--- src/rtl/imem_stream_loader_pkg.sv ---
// Shared types and frame-field widths for the imem stream loader.
// The FSM state enum, the default sync marker and the lane/word geometry live here.
package loader_pkg;

   typedef enum logic [2:0] {
      S_IDLE,
      S_CNT_LO,
      S_CNT_HI,
      S_DATA,
      S_CSUM,
      S_DONE,
      S_ERR
   } state_t;

   localparam logic [7:0]  SYNC_BYTE_DEF = 8'hA5;
   localparam int unsigned BYTE_W        = 8;
   localparam int unsigned WORD_W        = 32;
   localparam int unsigned CNT_W         = 16;
   localparam int unsigned LANE_W        = 2;

   // States in which the inter-byte idle timer is armed.
   function automatic logic timed_state(input state_t s);
      return (s == S_CNT_LO) || (s == S_CNT_HI) || (s == S_DATA) || (s == S_CSUM);
   endfunction

endpackage

--- src/rtl/imem_stream_loader_if.sv ---
// Byte-stream input, imem write port and status bundle of the loader.
// master = stream source / observer side, slave = the loader itself.
interface imem_stream_loader_if #(
   parameter int unsigned ADDR_W = 8
) ();

   logic [loader_pkg::BYTE_W-1:0] in_data;
   logic                          in_valid;
   logic                          in_ready;
   logic                          restart;
   logic                          imem_we;
   logic [ADDR_W-1:0]             imem_addr;
   logic [loader_pkg::WORD_W-1:0] imem_wdata;
   logic                          cpu_hold;
   logic                          done;
   logic                          err;

   modport master (
      output in_data, in_valid, restart,
      input  in_ready, imem_we, imem_addr, imem_wdata, cpu_hold, done, err
   );

   modport slave (
      input  in_data, in_valid, restart,
      output in_ready, imem_we, imem_addr, imem_wdata, cpu_hold, done, err
   );

endinterface

--- src/rtl/imem_stream_loader_word_assembler.sv ---
// Little-endian byte-lane shifter: collects four bytes into one 32-bit word.
// The word is presented combinationally together with the 4th byte.
module word_assembler
   import loader_pkg::*;
(
   input  logic              clk_i,
   input  logic              rst_ni,
   input  logic              clear_i,
   input  logic              byte_valid_i,
   input  logic [BYTE_W-1:0] byte_i,
   output logic              word_valid_o,
   output logic [WORD_W-1:0] word_o
);

   logic [LANE_W-1:0] lane_q, lane_d;
   logic [23:0]       low_q, low_d;

   always_comb begin
      lane_d = lane_q;
      low_d  = low_q;
      if (clear_i) begin
         lane_d = '0;
         low_d  = '0;
      end else if (byte_valid_i) begin
         lane_d = lane_q + 2'd1;
         case (lane_q)
            2'd0:    low_d[7:0]   = byte_i;
            2'd1:    low_d[15:8]  = byte_i;
            2'd2:    low_d[23:16] = byte_i;
            default: low_d        = '0;
         endcase
      end
   end

   always_ff @(posedge clk_i) begin
      if (!rst_ni) begin
         lane_q <= '0;
         low_q  <= '0;
      end else begin
         lane_q <= lane_d;
         low_q  <= low_d;
      end
   end

   assign word_valid_o = byte_valid_i && !clear_i && (lane_q == 2'd3);
   assign word_o       = {byte_i, low_q};

endmodule

--- src/rtl/imem_stream_loader.sv ---
// Loads a framed program image into instruction memory and holds the core in
// reset until the payload checksum matches.
module imem_stream_loader
   import loader_pkg::*;
#(
   parameter int unsigned ADDR_W      = 8,
   parameter logic [7:0]  SYNC_BYTE   = SYNC_BYTE_DEF,
   parameter int unsigned TIMEOUT_CYC = 1024
) (
   input  logic                 clk,
   input  logic                 reset,
   imem_stream_loader_if.slave  bus
);

   localparam int unsigned      TMR_W    = $clog2(TIMEOUT_CYC + 1);
   localparam logic [TMR_W-1:0] TMR_LAST = TMR_W'(TIMEOUT_CYC - 1);
   localparam logic [CNT_W:0]   DEPTH    = {{CNT_W{1'b0}}, 1'b1} << ADDR_W;

   state_t              state_q;
   logic                in_ready_q;
   logic                we_q;
   logic [ADDR_W-1:0]   addr_q;
   logic [WORD_W-1:0]   wdata_q;
   logic                hold_q;
   logic                done_q;
   logic                err_q;
   logic [BYTE_W-1:0]   n_lo_q;
   logic [CNT_W-1:0]    n_q;
   logic [CNT_W-1:0]    cnt_q;
   logic [BYTE_W-1:0]   xor_q;
   logic [TMR_W-1:0]    tmr_q;

   logic                transfer;
   logic                word_valid;
   logic [WORD_W-1:0]   word;

   assign transfer = bus.in_valid && in_ready_q;

   // Lanes are held clear outside DATA, so any abort discards a partial word.
   word_assembler u_asm (
      .clk_i        (clk),
      .rst_ni       (reset),
      .clear_i      (state_q != S_DATA),
      .byte_valid_i (transfer && (state_q == S_DATA)),
      .byte_i       (bus.in_data),
      .word_valid_o (word_valid),
      .word_o       (word)
   );

   always_ff @(posedge clk) begin
      if (!reset) begin
         state_q    <= S_IDLE;
         in_ready_q <= 1'b0;
         we_q       <= 1'b0;
         addr_q     <= '0;
         wdata_q    <= '0;
         hold_q     <= 1'b1;
         done_q     <= 1'b0;
         err_q      <= 1'b0;
         n_lo_q     <= '0;
         n_q        <= '0;
         cnt_q      <= '0;
         xor_q      <= '0;
         tmr_q      <= '0;
      end else begin
         we_q <= 1'b0;
         case (state_q)
            S_IDLE: begin
               in_ready_q <= 1'b1;
               if (transfer && (bus.in_data == SYNC_BYTE)) begin
                  state_q <= S_CNT_LO;
                  cnt_q   <= '0;
                  xor_q   <= '0;
                  tmr_q   <= '0;
               end
            end
            S_CNT_LO: if (transfer) begin
               n_lo_q  <= bus.in_data;
               state_q <= S_CNT_HI;
            end
            S_CNT_HI: if (transfer) begin
               n_q <= {bus.in_data, n_lo_q};
               if ({1'b0, bus.in_data, n_lo_q} > DEPTH) begin
                  state_q    <= S_ERR;
                  err_q      <= 1'b1;
                  in_ready_q <= 1'b0;
               end else if ({bus.in_data, n_lo_q} == '0) begin
                  state_q <= S_CSUM;
               end else begin
                  state_q <= S_DATA;
               end
            end
            S_DATA: if (transfer) begin
               xor_q <= xor_q ^ bus.in_data;
               if (word_valid) begin
                  we_q    <= 1'b1;
                  addr_q  <= cnt_q[ADDR_W-1:0];
                  wdata_q <= word;
                  cnt_q   <= cnt_q + 1'b1;
                  if (cnt_q == n_q - 1'b1) state_q <= S_CSUM;
               end
            end
            S_CSUM: if (transfer) begin
               in_ready_q <= 1'b0;
               if (bus.in_data == xor_q) begin
                  state_q <= S_DONE;
                  done_q  <= 1'b1;
                  hold_q  <= 1'b0;
               end else begin
                  state_q <= S_ERR;
                  err_q   <= 1'b1;
               end
            end
            S_DONE, S_ERR: if (bus.restart) begin
               state_q    <= S_IDLE;
               in_ready_q <= 1'b1;
               done_q     <= 1'b0;
               err_q      <= 1'b0;
               hold_q     <= 1'b1;
               n_lo_q     <= '0;
               n_q        <= '0;
               cnt_q      <= '0;
               xor_q      <= '0;
               tmr_q      <= '0;
            end
            default: state_q <= S_IDLE;
         endcase

         // Timeout can only fire on a cycle with no transfer, so it never
         // competes with the byte-driven transitions above.
         if (timed_state(state_q)) begin
            if (transfer) begin
               tmr_q <= '0;
            end else if (tmr_q == TMR_LAST) begin
               state_q    <= S_ERR;
               err_q      <= 1'b1;
               in_ready_q <= 1'b0;
               tmr_q      <= '0;
            end else begin
               tmr_q <= tmr_q + 1'b1;
            end
         end
      end
   end

   assign bus.in_ready   = in_ready_q;
   assign bus.imem_we    = we_q;
   assign bus.imem_addr  = addr_q;
   assign bus.imem_wdata = wdata_q;
   assign bus.cpu_hold   = hold_q;
   assign bus.done       = done_q;
   assign bus.err        = err_q;

endmodule

--- src/flat_wrapper.sv ---
// flat-port wrapper written by rule: the top's interface ports become plain ports
module imem_stream_loader_flat import loader_pkg::*;
#(
   parameter int unsigned ADDR_W      = 8,
   parameter logic [7:0]  SYNC_BYTE   = SYNC_BYTE_DEF,
   parameter int unsigned TIMEOUT_CYC = 1024
)
  (clk, reset, bus_in_data, bus_in_valid, bus_restart, bus_in_ready, bus_imem_we, bus_imem_addr, bus_imem_wdata, bus_cpu_hold, bus_done, bus_err);
  imem_stream_loader_if #(.ADDR_W(ADDR_W)) bus_i ();
  input  logic clk;
  input  logic reset;
  input wire logic [$bits(bus_i.in_data)-1:0] bus_in_data;
  input wire logic [$bits(bus_i.in_valid)-1:0] bus_in_valid;
  input wire logic [$bits(bus_i.restart)-1:0] bus_restart;
  output wire logic [$bits(bus_i.in_ready)-1:0] bus_in_ready;
  output wire logic [$bits(bus_i.imem_we)-1:0] bus_imem_we;
  output wire logic [$bits(bus_i.imem_addr)-1:0] bus_imem_addr;
  output wire logic [$bits(bus_i.imem_wdata)-1:0] bus_imem_wdata;
  output wire logic [$bits(bus_i.cpu_hold)-1:0] bus_cpu_hold;
  output wire logic [$bits(bus_i.done)-1:0] bus_done;
  output wire logic [$bits(bus_i.err)-1:0] bus_err;
  assign bus_i.in_data = bus_in_data;
  assign bus_i.in_valid = bus_in_valid;
  assign bus_i.restart = bus_restart;
  assign bus_in_ready = bus_i.in_ready;
  assign bus_imem_we = bus_i.imem_we;
  assign bus_imem_addr = bus_i.imem_addr;
  assign bus_imem_wdata = bus_i.imem_wdata;
  assign bus_cpu_hold = bus_i.cpu_hold;
  assign bus_done = bus_i.done;
  assign bus_err = bus_i.err;
  imem_stream_loader #(.ADDR_W(ADDR_W), .SYNC_BYTE(SYNC_BYTE), .TIMEOUT_CYC(TIMEOUT_CYC)) u_core (.clk(clk), .reset(reset), .bus(bus_i));
endmodule
--- config.mk ---
export PLATFORM = sky130hd
export DESIGN_NAME = imem_stream_loader_flat
export DESIGN_NICKNAME = d
export VERILOG_FILES = /design/src/rtl/imem_stream_loader_pkg.sv /design/src/rtl/imem_stream_loader_if.sv /design/src/rtl/imem_stream_loader_word_assembler.sv /design/src/rtl/imem_stream_loader.sv /design/src/flat_wrapper.sv
export SDC_FILE = /design/constraint.sdc
export NUM_CORES = 1
export LEC_CHECK = 0
export CAP_MARGIN = 5
export CORE_MARGIN = 5
export CORE_UTILIZATION = 55
export CTS_CLUSTER_SIZE = 16
export DETAILED_ROUTE_END_ITERATION = 8
export GPL_TIMING_DRIVEN = 0
export HOLD_SLACK_MARGIN = 0.08
export PLACE_DENSITY_LB_ADDON = 0.2
export SYNTH_ARGS = -nofsm -noshare
export SYNTH_HDL_FRONTEND = slang
export SYNTH_SLANG_ARGS = --single-unit
--- constraint.sdc ---
create_clock -name clk -period 6.1 [get_ports clk]
set_input_delay 1.22 -clock clk [delete_from_list [all_inputs] [get_ports clk]]
set_output_delay 1.22 -clock clk [all_outputs]
set_load 0.05 [all_outputs]
==> flow_metrics.tcl <==
set metrics [dict create \
    ys.flop_type "dfxtp_1" \
    drcViolationCount 0 \
    setup_tns_ns 0 \
    coreArea_sq_um 11500 \
    area_delta_synth_final_pct 20.6 \
    die_w_microns 118 \
    gp_congestion 0.916 \
    fin_crit_sh_pct 63.6 \
    numPortBuffers 51 \
    multi_input_area_sq_um 3520 \
    min_path_type "reg2reg" \
    grt_pass1_wl_microns 28900 \
    synth_edf_count 0 \
    dp_hpwl_microns 12300 \
    finalCriticalPeriod_ns 3.88 \
    cts_hold_buf 0 \
    postCtsSetupBuffers 0 \
    cts_root_buffer "clkbuf_16" \
    design.die.area_sq_um 14000 \
    diodes 0 \
    ff_latch_area_sq_um 2660 \
    dr.pass1.iters 7 \
    syn_area_per_cell_sq_um 8.13 \
    setup_viol 0 \
    finalMaxSlewViolations 0 \
    drive_above_1_share_pct 5.69 \
    row_count 39 \
    fillCellCount 930 \
    synth-compound-area-share_pct 18.9 \
    rsz0062_at_grt "no" \
    nNetsFinal 885 \
    yosys.cell_types.count 60 \
    cts_resized 0 \
    clk_pin_slew_ns 0.06 \
    slew_headroom_pct 26.6 \
    fin_skew_ns 0.00447 \
    overflow 0 \
    synth_seq_area_share_pct 41.1 \
    grt_pass1_vias 5781 \
    insertion_delay_ns 0.42 \
    start_util_pct 56.4 \
    max-vdd-ir-drop_v 0.000276 \
    worst-path-max-fanout 8 \
    vias 6059 \
    p_leak_uw 0.00252 \
    grtUsageTotal_pct 24.8 \
    fmax_mhz 258 \
    cp.arrival_ns 4.15 \
    synth.area.mux_share_pct 0.309 \
    cts_htree_levels 4 \
    routed_via_density 5.93 \
    maxCapViolations 0 \
    antenna_found_initial 0 \
    routed_wl_microns 17600 \
    critical_path_required_ns 6.38 \
    ys_ff_latch 133 \
    worstSetupEndpointType "flip-flop" \
    whs_ns 0.453 \
    synthAdderAreaFrac_pct 1.51 \
    worstSetupPathType "in2reg" \
    worst_pin_slew_ns 1.09 \
    synth_area_sq_um 6470 \
    synth-simple-area-share_pct 27.0 \
    outcome "completed" \
    yosys_warnings 0 \
    wire_per_inst_microns 17.2 \
    syn_inst 796 \
    grt_max_degree 17 \
    cts_inserted_buffers 17 \
    die_h_microns 118 \
    drtAntennaViolNets 0 \
    async_reset_ff_share_pct 0 \
    hold_viol 0 \
    p_per_area_nw_per_um2 261 \
    synth_nets 815 \
    synth_top_family_by_area "simple AND/OR/NAND/NOR gates" \
    clockBufferDepth 2 \
    worstSetupStartpointType "input port" \
    cts_tree "done" \
    synthXorXnorAreaFrac_pct 6.63 \
    cts.sinks 133 \
    drt_iter0_markers 591 \
    ioPinCount 57 \
]
## layer usage
metal	share of wire, %	vias up	global-route usage (%)
met5	0	-	0
met4	2.3	0	9.21
met3	6.0	40	5.83
met2	46	203	38.9
met1	45	2893	33.4
li1	-	2923	-
## cell type report
| type | instances | share of cell area, % |
|---|---|---|
| Buffer | 62 | 3.27 |
| Sequential cell | 133 | 34.1 |
| Timing Repair Buffer | 51 | 6.54 |
| Clock buffer | 18 | 5.63 |
| Tap cell | 143 | 2.29 |
| Clock inverter | 13 | 2.63 |
| Inverter | 10 | 0.481 |
| Multi-Input combinational cell | 591 | 45.1 |
## logic make-up after synthesis
logic type                 after synthesis
buffers and inverters                   72
muxes                                    2
adders and majority gates                8
DFF                                    133
xor gates and xnor gates                49
AOI/OAI and AO/OA                      181
and+or+nand+nor                        351
## stage by stage
| stage | util [%] | setup WS, ns | total power [uW] | instance area (sq um) | instances |
|---|---|---|---|---|---|
| 2_1_floorplan | - | 2.71 | 919 | 6470 | 796 |
| 3_3_place_gp | 62.5 | 1.91 | 939 | 7160 | 990 |
| 3_5_place_dp | 62.5 | 1.87 | 940 | 7160 | 990 |
| 4_1_cts | 68.1 | 2.31 | 2040 | 7810 | 1021 |
| 5_1_grt | 68.1 | 2.08 | 2100 | 7810 | 1021 |
| 6_report | 68.1 | 2.22 | 2040 | 7810 | 1021 |
## flip-flops by register name, indices dropped and copies added, names as in the netlist, 8 cells and up
register               flops
u_core.bus.imem_wdata     32
u_core.u_asm.low_q        24
u_core.cnt_q              16
u_core.n_q                16
u_core.tmr_q              11
u_core.bus.imem_addr       8
u_core.n_lo_q              8
u_core.xor_q               8
## cells in the final DEF (no fill, tap or decap), types with 4 or more instances in the layout
cell,synthesis,layout
nand2_1,146,146
dfxtp_1,133,133
a21boi_0,60,60
clkbuf_1,54,54
clkdlybuf4s50_1,0,51
nor2_1,41,41
a21oi_1,40,40
nand3_1,38,38
xnor2_1,29,29
o21ai_0,23,23
nor2b_1,22,22
nand4_1,21,21
xor2_1,20,20
a22oi_1,17,17
clkbuf_16,0,17
nor3_1,16,16
nor4_1,10,10
inv_1,10,10
nand3b_1,10,10
a31oi_1,8,8
and3_1,7,7
ha_1,7,7
and2_1,6,6
or4_1,5,5
o211ai_1,5,5
bufinv_16,0,5
or3_1,4,4
nand2b_1,4,4
a21o_1,4,4
o31ai_1,4,4
## critical path, stage by stage
cell	delay, ns
clkdlybuf4s50_1	0.57
nand4_1	0.18
or3b_2	0.50
clkbuf_1	0.25
nor4_1	0.35
nand4_1	0.17
a2111oi_2	0.73
o21ai_0	0.18
## synthesized netlist by cell type, types with 16 or more instances
cell / instances / area (sq um)
nor2b_1: 22 / 138
nor3_1: 16 / 80.1
a22oi_1: 17 / 128
clkbuf_1: 54 / 203
dfxtp_1: 133 / 2660
o21ai_0: 23 / 115
nor2_1: 41 / 154
nand3_1: 38 / 190
nand2_1: 146 / 548
xnor2_1: 29 / 254
nand4_1: 21 / 131
xor2_1: 20 / 175
a21boi_0: 60 / 450
a21oi_1: 40 / 200
## where the power goes
part	switching [uW]	total, uW	internal (uW)	leakage, uW
registers	0.726	870	869	0.00107
clock network	385	1120	732	0.000308
logic	34.1	51.7	17.7	0.00114
## path summary, 6_finish.rpt
kind	start	end	slack, ns	cells after the start
max	bus_in_valid	u_core.state_q[1]	2.22	8
min	u_core.u_asm.low_q[22]	u_core.u_asm.low_q[22]	0.45	2
max reg2reg	u_core.n_q[2]	u_core.state_q[1]	2.92	7
min reg2reg	u_core.u_asm.low_q[22]	u_core.u_asm.low_q[22]	0.45	2
No activity file was read; power rests on OpenSTA's default activity.
